--- src/rtl/playback_sequencer_pkg.sv ---
// Shared constants, loop-mode codes and state encoding for the playback sequencer.
package playback_sequencer_pkg;

  localparam int DEF_SONG_BITS = 3;
  localparam int DEF_CNT_BITS  = 6;
  localparam int DEF_NUM_SONGS = 5;

  // Loop policy codes; 2'b11 behaves like LOOP_ALL.
  localparam logic [1:0] LOOP_STOP = 2'b00;
  localparam logic [1:0] LOOP_ONE  = 2'b01;
  localparam logic [1:0] LOOP_ALL  = 2'b10;

  typedef enum logic [2:0] {
    ST_IDLE    = 3'd0,
    ST_FETCH   = 3'd1,
    ST_PLAY    = 3'd2,
    ST_GAP     = 3'd3,
    ST_PAUSED  = 3'd4,
    ST_STOPPED = 3'd5
  } state_t;

  // States in which a song is considered to be in progress.
  function automatic logic is_active(state_t s);
    return (s == ST_FETCH) || (s == ST_PLAY) || (s == ST_GAP);
  endfunction

endpackage

--- src/rtl/playback_sequencer_song_index_wrap.sv ---
// Combinational increment/decrement of a song number with wrap at NUM_SONGS.
module playback_sequencer_song_index_wrap #(
  parameter int SONG_BITS = 3,
  parameter int NUM_SONGS = 5
) (
  input  logic [SONG_BITS-1:0] i_song,
  output logic [SONG_BITS-1:0] o_inc,
  output logic [SONG_BITS-1:0] o_dec
);

  localparam logic [SONG_BITS-1:0] LAST_SONG = SONG_BITS'(NUM_SONGS - 1);

  // Out-of-range song numbers are folded back to a valid song.
  assign o_inc = (i_song >= LAST_SONG) ? '0 : i_song + 1'b1;
  assign o_dec = ((i_song == '0) || (i_song > LAST_SONG)) ? LAST_SONG : i_song - 1'b1;

endmodule

--- src/rtl/playback_sequencer.sv ---
// Auto-mode note scheduler: steps the Song ROM address and drives the
// Sound engine start/over handshake, with pause, skip and loop policy.
module playback_sequencer
  import playback_sequencer_pkg::*;
#(
  parameter int SONG_BITS  = DEF_SONG_BITS,
  parameter int CNT_BITS   = DEF_CNT_BITS,
  parameter int NUM_SONGS  = DEF_NUM_SONGS,
  parameter int GAP_CYCLES = 0
) (
  input  logic                 clk,
  input  logic                 rst,
  input  logic                 en,
  input  logic [SONG_BITS-1:0] song_sel,
  input  logic                 play_pause,
  input  logic                 next,
  input  logic                 prev,
  input  logic [1:0]           loop_mode,
  output logic [SONG_BITS-1:0] rom_song,
  output logic [CNT_BITS-1:0]  rom_idx,
  input  logic [CNT_BITS-1:0]  rom_last,
  output logic                 snd_start,
  output logic                 snd_en,
  input  logic                 snd_over,
  output logic                 playing,
  output logic                 paused
);

  localparam int GAP_W = (GAP_CYCLES > 1) ? $clog2(GAP_CYCLES) : 1;
  localparam logic [GAP_W-1:0] GAP_LAST = GAP_W'((GAP_CYCLES > 0) ? GAP_CYCLES - 1 : 0);
  // With no silence configured a finished note goes straight to the next fetch.
  localparam state_t AFTER_NOTE = (GAP_CYCLES == 0) ? ST_FETCH : ST_GAP;

  state_t               r_state;
  logic [SONG_BITS-1:0] r_song;
  logic [CNT_BITS-1:0]  r_idx;
  logic [GAP_W-1:0]     r_gap_cnt;
  logic                 r_snd_start;
  logic                 r_snd_en;
  logic                 r_playing;
  logic                 r_paused;

  state_t               w_state_next;
  logic [SONG_BITS-1:0] w_song_next;
  logic [CNT_BITS-1:0]  w_idx_next;
  logic [GAP_W-1:0]     w_gap_next;
  logic [SONG_BITS-1:0] w_song_inc;
  logic [SONG_BITS-1:0] w_song_dec;
  logic                 w_active;

  playback_sequencer_song_index_wrap #(
    .SONG_BITS(SONG_BITS),
    .NUM_SONGS(NUM_SONGS)
  ) u_wrap (
    .i_song(r_song),
    .o_inc (w_song_inc),
    .o_dec (w_song_dec)
  );

  assign w_active = is_active(r_state);

  // Next-state decision; the if-chain order is the control priority.
  always_comb begin
    w_state_next = r_state;
    w_song_next  = r_song;
    w_idx_next   = r_idx;
    w_gap_next   = '0;
    if (!en) begin
      w_state_next = ST_IDLE;
      w_song_next  = song_sel;
      w_idx_next   = '0;
    end else if (r_state == ST_IDLE) begin
      w_state_next = ST_FETCH;
    end else if (next) begin
      w_song_next = w_song_inc;
      w_idx_next  = '0;
      if (w_active) w_state_next = ST_FETCH;
    end else if (prev) begin
      // Mid-song prev restarts the song; at note 0 it steps back a song.
      if (r_idx != '0) w_idx_next = '0;
      else             w_song_next = w_song_dec;
      if (w_active) w_state_next = ST_FETCH;
    end else if (play_pause) begin
      case (r_state)
        ST_FETCH, ST_PLAY, ST_GAP: w_state_next = ST_PAUSED;
        ST_PAUSED:                 w_state_next = ST_FETCH;
        ST_STOPPED: begin
          w_state_next = ST_FETCH;
          w_idx_next   = '0;
        end
        default: ;
      endcase
    end else begin
      case (r_state)
        ST_FETCH: w_state_next = ST_PLAY;
        ST_PLAY: begin
          if (snd_over) begin
            if (r_idx < rom_last) begin
              w_idx_next   = r_idx + 1'b1;
              w_state_next = AFTER_NOTE;
            end else begin
              w_idx_next = '0;
              case (loop_mode)
                LOOP_STOP: w_state_next = ST_STOPPED;
                LOOP_ONE:  w_state_next = AFTER_NOTE;
                default: begin
                  w_song_next  = w_song_inc;
                  w_state_next = AFTER_NOTE;
                end
              endcase
            end
          end
        end
        ST_GAP: begin
          if (r_gap_cnt == GAP_LAST) w_state_next = ST_FETCH;
          else                       w_gap_next   = r_gap_cnt + 1'b1;
        end
        default: ;
      endcase
    end
  end

  // State, ROM address and registered outputs decoded from the next state.
  always_ff @(posedge clk) begin
    if (rst) begin
      r_state     <= ST_IDLE;
      r_song      <= '0;
      r_idx       <= '0;
      r_gap_cnt   <= '0;
      r_snd_start <= 1'b0;
      r_snd_en    <= 1'b0;
      r_playing   <= 1'b0;
      r_paused    <= 1'b0;
    end else begin
      r_state     <= w_state_next;
      r_song      <= w_song_next;
      r_idx       <= w_idx_next;
      r_gap_cnt   <= w_gap_next;
      r_snd_start <= (r_state == ST_FETCH) && (w_state_next == ST_PLAY);
      r_snd_en    <= (w_state_next == ST_PLAY);
      r_playing   <= is_active(w_state_next);
      r_paused    <= (w_state_next == ST_PAUSED);
    end
  end

  assign rom_song  = r_song;
  assign rom_idx   = r_idx;
  assign snd_start = r_snd_start;
  assign snd_en    = r_snd_en;
  assign playing   = r_playing;
  assign paused    = r_paused;

endmodule
--- config.mk ---
export PLATFORM = sky130hd
export DESIGN_NAME = playback_sequencer
export DESIGN_NICKNAME = d
export VERILOG_FILES = /design/src/rtl/playback_sequencer_pkg.sv /design/src/rtl/playback_sequencer_song_index_wrap.sv /design/src/rtl/playback_sequencer.sv
export SDC_FILE = /design/constraint.sdc
export NUM_CORES = 1
export LEC_CHECK = 0
export CAP_MARGIN = 20
export CORE_UTILIZATION = 45
export DETAILED_ROUTE_END_ITERATION = 12
export PLACE_DENSITY = 0.75
export SLEW_MARGIN = 20
export SYNTH_ARGS = -nofsm -noshare
export SYNTH_HDL_FRONTEND = slang
export SYNTH_SLANG_ARGS = --single-unit
export TNS_END_PERCENT = 5
--- constraint.sdc ---
create_clock -name clk -period 2.19 [get_ports clk]
set_input_delay 0.438 -clock clk [delete_from_list [all_inputs] [get_ports clk]]
set_output_delay 0.438 -clock clk [all_outputs]
set_load 0.03 [all_outputs]
# After elaboration in Yosys (flattened, before gate mapping)
# Index checks and enable logic that the tools add are counted.
[word_totals]
ram_bits = 0
mem_bits_ro = 0
memories = 0
register_bits = 17
output_inout_bits = 13
latch_bits = 0
[classes]
n_mux = 32
div = 0
n_reduce_logical = 19
n_shift = 0
order_cmp = 3
addsub = 4
n_eq_ne = 19
bitwise_logic = 4
n_mul = 0
[op_table]
columns = ["operator", "count"]
rows = [
  ["$mux W3", 22],
  ["$mux W6", 8],
  ["$eq A3 B2 Y1 const B", 4],
  ["$ne A4 B1 Y1 const B", 3],
  ["$eq A3 B3 Y1 const B", 3],
  ["$pmux W3 S3", 1],
  ["$ne A4 B2 Y1 const B", 2],
  ["$ne A4 B4 Y1 const B", 2],
  ["$reduce_bool A4 Y1", 2],
  ["$reduce_or A8 Y1", 1],
  ["$reduce_and A7 Y1", 1],
  ["$add A6 B1 Y6 const B", 1],
  ["$eq A3 B1 Y1 const B", 2],
  ["$logic_not A3 Y1", 2],
  ["$lt A6 B6 Y1", 1],
  ["$pmux W3 S2", 1],
  ["$reduce_bool A6 Y1", 1],
  ["$reduce_or A2 Y1", 3],
  ["$logic_or A1 B1 Y1", 5],
  ["$reduce_and A5 Y1", 1],
  ["$not A1 Y1", 4],
  ["$add A3 B1 Y3 const B", 1],
  ["$ge A3 B3 Y1 const B", 1],
  ["$gt A3 B3 Y1 const B", 1],
  ["other kinds (8)", 8],
]

# Longest topological paths before layout
[depth]
ltp_word = 13
ltp_mapped = 8
ltp_nobuf = 8

# Cells and area by module
# From an unflattened synthesis, not the netlist that was laid out.
[hier_totals]
cells_unflattened = 146
area_unflattened_um2 = 1232.4
[by_module_without_submodules]
columns = ["module", "seq_area_each_um2", "cells_each", "n_inst", "area_per_inst_um2"]
rows = [
  ["playback_sequencer", 340.3, 136, 1, 1161.1],
  ["playback_sequencer_song_index_wrap", 0.0, 10, 1, 71.3],
]

# Least setup slack after synthesis
# OpenSTA, ideal clock, no wires.
[synth_path]
path_kind = "register -> register"
start = "register r_idx[0] (netlist: rom_idx[0])"
end = "register r_idx[2] (netlist: rom_idx[2])"
slack_ns = 0.222
setup_ns = 0.070
path_buffers = 1
period_less_slack_ns = 1.968
stages_incl_launch_ff = 9
t_arrival_ns = 1.898
cell_sequence = "dfxtp_1 inv_1 ha_1 and3_1 or4_1 buf_6 nor2_8 nand3b_1 a21oi_1"
[synth_between]
elab_chain_len = 7
[synth_lines]
columns = ["item", "line_no", "source"]
rows = [
  ["from (decl)", "playback_sequencer.sv:36", "logic [CNT_BITS-1:0] r_idx;"],
  ["from (signal assigned)", "playback_sequencer.sv:137", "r_idx <= w_idx_next;"],
  ["$add A6 B1 Y6 / $lt A6 B6 Y1 (equally long branches)", "playback_sequencer.sv:99, playback_sequencer.sv:98", ""],
  ["$mux W6", "playback_sequencer.sv:98", "if (r_idx < rom_last) begin"],
  ["$mux W6", "playback_sequencer.sv:97", "if (snd_over) begin"],
  ["$mux W6", "playback_sequencer.sv:94", "case (r_state)"],
  ["$mux W6", "playback_sequencer.sv:83", "end else if (play_pause) begin"],
  ["$mux W6", "playback_sequencer.sv:78", "end else if (prev) begin"],
  ["$mux W6", "playback_sequencer.sv:74", "end else if (next) begin"],
]
# Parallel ways exist; a longest one is shown, timed or not. The select of a mux whose other input is x is not followed.
# A chain may end at the register's enable or synchronous reset.

# Final worst setup path
[layout_path]
start = "input snd_over"
end = "register r_idx[2] (netlist: rom_idx[2])"
[layout_between]
elab_chain_len = 2
[layout_lines]
columns = ["item", "line_no", "source"]
rows = [
  ["from (decl)", "playback_sequencer.sv:24", "input logic snd_over,"],
  ["$reduce_bool A4 Y1 (no source line)", "n/a", ""],
  ["$reduce_and A5 Y1 (no source line)", "n/a", ""],
]
# No other way between the ends.

==> reports/qor.txt <==
Initial antenna violation count -> 0
Worst r2r dst -> rom_idx[2]$_SDFFE_PP0P_
Synth Area in XOR/XNOR -> 0%
Arrival time worst endpoint -> 2.31 ns
Initial Utilization -> 47.2%
Hold buffers post-CTS -> 0
Cell Count, Final, Fillers Out -> 220
DR vias -> 1203
Synth cell types -> 41
Layout area overhead -> 38.8%
Vias in the first global route -> 1077
Clk sinks -> 17
Total track usage -> 21.3%
Post-synthesis sequential area ratio -> 29.4%
DRT Pass-1 Iters -> 4
Reg2reg path depth -> 7
PD cells -> 402 nW/µm²
Crit path max fanout -> 7
IO Count -> 31
Routed WL -> 2760 µm
Synth Area in Adders -> 10.8%
Critical path buffers and inverters -> 2
Min Tclk post-route -> 2.10 ns
Diodes inserted -> 0
Asr flop ratio synth -> 0%
Crit path capture type -> flip-flop
Mapped Cells -> 146
DRC -> 0
Fin. Hold Viols -> 0
HP Start -> rom_idx[5]$_SDFFE_PP0P_
# rows -> 18
Die area -> 2780 µm²
RSZ-0062 raised after global routing -> no
Mapped cell area -> 1160 µm²
Syn nets -> 174
DRT antenna net count -> 0
Top FF cell, synth -> dfxtp_1
Worst vdd ir -> 0.482 mV
Dpl hpwl -> 2200 µm
Die width -> 52.7 µm
Max_cap viols -> 0
Synth Area in Compound Gates -> 18.7%
Critical Path Max Stage Delay -> 0.51 ns
Fin Clk Skew -> 0.0155 ns
Placed cell areas -> 1570 µm²
Largest family of logic cells by synthesized area -> simple AND/OR/NAND/NOR gates
Max H-tree Level -> 1
Mux cell area share after synthesis -> 1.73%
Fmax -> 477 MHz
1st-iter DRT viols -> 27
# placed instances -> 216
Worst Hold End -> rom_idx[5]$_SDFFE_PP0P_
Inserted Clock Buffers -> 3
CORE AREA -> 2450 µm²
Drt wl/cell -> 12.6 µm
Root Driver -> clkbuf_4
Setup ws final -> 0.0935 ns
CP top delay family -> simple AND/OR/NAND/NOR gates
Total power -> 647 µW
Max-slew violations -> 0
Final instance area -> 1610 µm²
Post-CTS sizing -> 0
Clock buffer depth -> 2
CP Data Required Time -> 2.40 ns
Synth warn -> 0
RePlAce Congestion -> 0.826
Largest net degree at the start of global routing -> 11
CP startpoint kind -> input pin
Outcome -> finished clean
Worst-skew pair later-pin latency -> 0.30 ns
Final setup violation count -> 0
R2r setup slk -> 0.19 ns
Share of layout cells above drive strength 1 -> 14.2%
Fin nets -> 219
Post-synthesis simple-gate area fraction -> 33.0%
Hold Path Cell Cnt -> 2
Clock transition at path regs -> 0.09 ns
FF-to-FF Start -> r_state[1]$_SDFF_PP0_
Worst min path class -> flip-flop to flip-flop
Avg Cell Area, Syn -> 7.94 µm²
CP max stage cell -> or4_1
Die Span Y -> 52.7 µm
GRT overflow -> 0
Vias per inst -> 5.47
Post-CTS Setup Bufs -> 0
WS Path Type -> input pin to flip-flop
Pre-CTS WS -> -0.275 ns
Port bufs -> 30
Global-route wire length before repair -> 4370 µm
CP Cell Sequence -> clkdlybuf4s50_1 > and4bb_1 > nor2b_1 > or4_1 > buf_4 > nor2_8 > nand3b_1 > a21oi_1
FF+latch count, synth -> 17
EDFF count, synth -> 0
Final period util -> 95.7%
LEAKAGE -> 0.694 nW
CTS tree -> yes
## cells in the mapped netlist, drive strengths merged, types with 4 or more instances
cell | number | share of area, %
nor2 | 18 | 7.2
dfxtp | 17 | 29
o21ai | 12 | 6.2
ha | 10 | 11
inv | 10 | 3.2
nand2 | 10 | 3.2
a21oi | 9 | 3.9
nand3 | 8 | 3.5
nand2b | 5 | 2.7
nor2b | 5 | 2.7
and3 | 4 | 2.2
## flip-flops by register name, summed over array words and instances, names as in the netlist
| name | cells |
|---|---|
| r_gap_cnt | 1 |
| rom_song | 3 |
| paused | 1 |
| rom_idx | 6 |
| playing | 1 |
| r_state | 3 |
| snd_start | 1 |
| snd_en | 1 |
## cell families (layout without fill, tap and decap cells)
group	after synthesis	count (layout)
other	1	1
adders and majority gates	10	10
DFF	17	17
muxes	2	2
and+or+nand+nor	69	69
buffers and inverters	14	58
AOI/OAI and AO/OA	33	33
## stage by stage
step                      utilization, %  hold WS (ns)  setup TNS, ns
after floorplan                        -         0.511              0
after global placement              63.9         0.544          -1.60
after detailed placement            63.9         0.542          -2.04
after CTS                           65.0         0.561              0
after global routing                65.5         0.608              0
final                               65.5         0.558              0
## where the power goes
group / switching, mW / total, mW / leakage, nW / internal [mW]
registers: 0.00813 / 0.325 / 0.139 / 0.317
logic: 0.0690 / 0.150 / 0.538 / 0.0808
clock network: 0.104 / 0.172 / 0.0177 / 0.0680
total: 0.181 / 0.647 / 0.694 / 0.466
## metal layers
layer	vias to the layer above	part of all wire (%)	track usage, %
met5	-	0	0
met4	0	1.1	3.95
met3	6	5.8	5.51
met2	38	50	39.5
met1	557	43	24.3
li1	602	-	-
## layout by cell type, fill, tap and decap left out, types with 2 or more instances in the layout
master           count
buf_4               14
a22o_1               2
ha_1                10
nand2_1             10
dfxtp_1             17
nor4_1               2
nand3b_1             3
clkbuf_4             3
and2_1               3
clkdlybuf4s50_1     29
a21oi_1              8
nor2_1              17
nand2b_1             5
a31oi_1              2
o21ai_0             10
nand3_1              8
nor2b_1              5
nor3_1               3
inv_1               10
and3_1               4
mux2i_1              2
## area by class of cell
type / count / area (µm²)
fillers: 212 / 847
multi-input cells: 115 / 757
repair buffers: 44 / 408
flip-flops and latches: 17 / 340
inverters: 10 / 37.5
well taps: 30 / 37.5
clock buffers: 3 / 22.5
clock inverters: 1 / 5.00
## worst min-delay path, cell delays in order (launching register included)
cell and delay [ns]:
dfxtp_1 0.37, nand3_1 0.08, a31oi_1 0.07
## worst max-delay path by stage
stage	startpoint	end	slack [ns]	cells after the start
floorplan	rom_idx[0]$_SDFFE_PP0P_	rom_idx[2]$_SDFFE_PP0P_	0.22	8
global route	rom_last[5]	rom_song[1]$_SDFFE_PP0P_	0.006	9
CTS	rom_last[1]	rom_song[0]$_SDFFE_PP0P_	0.06	9
detailed placement	rom_last[1]	rom_song[0]$_SDFFE_PP0P_	-0.27	9
global placement	rom_last[1]	paused$_SDFF_PP0_	-0.18	9
finish	snd_over	rom_idx[2]$_SDFFE_PP0P_	0.09	8
(Power assumes the default switching activity.)
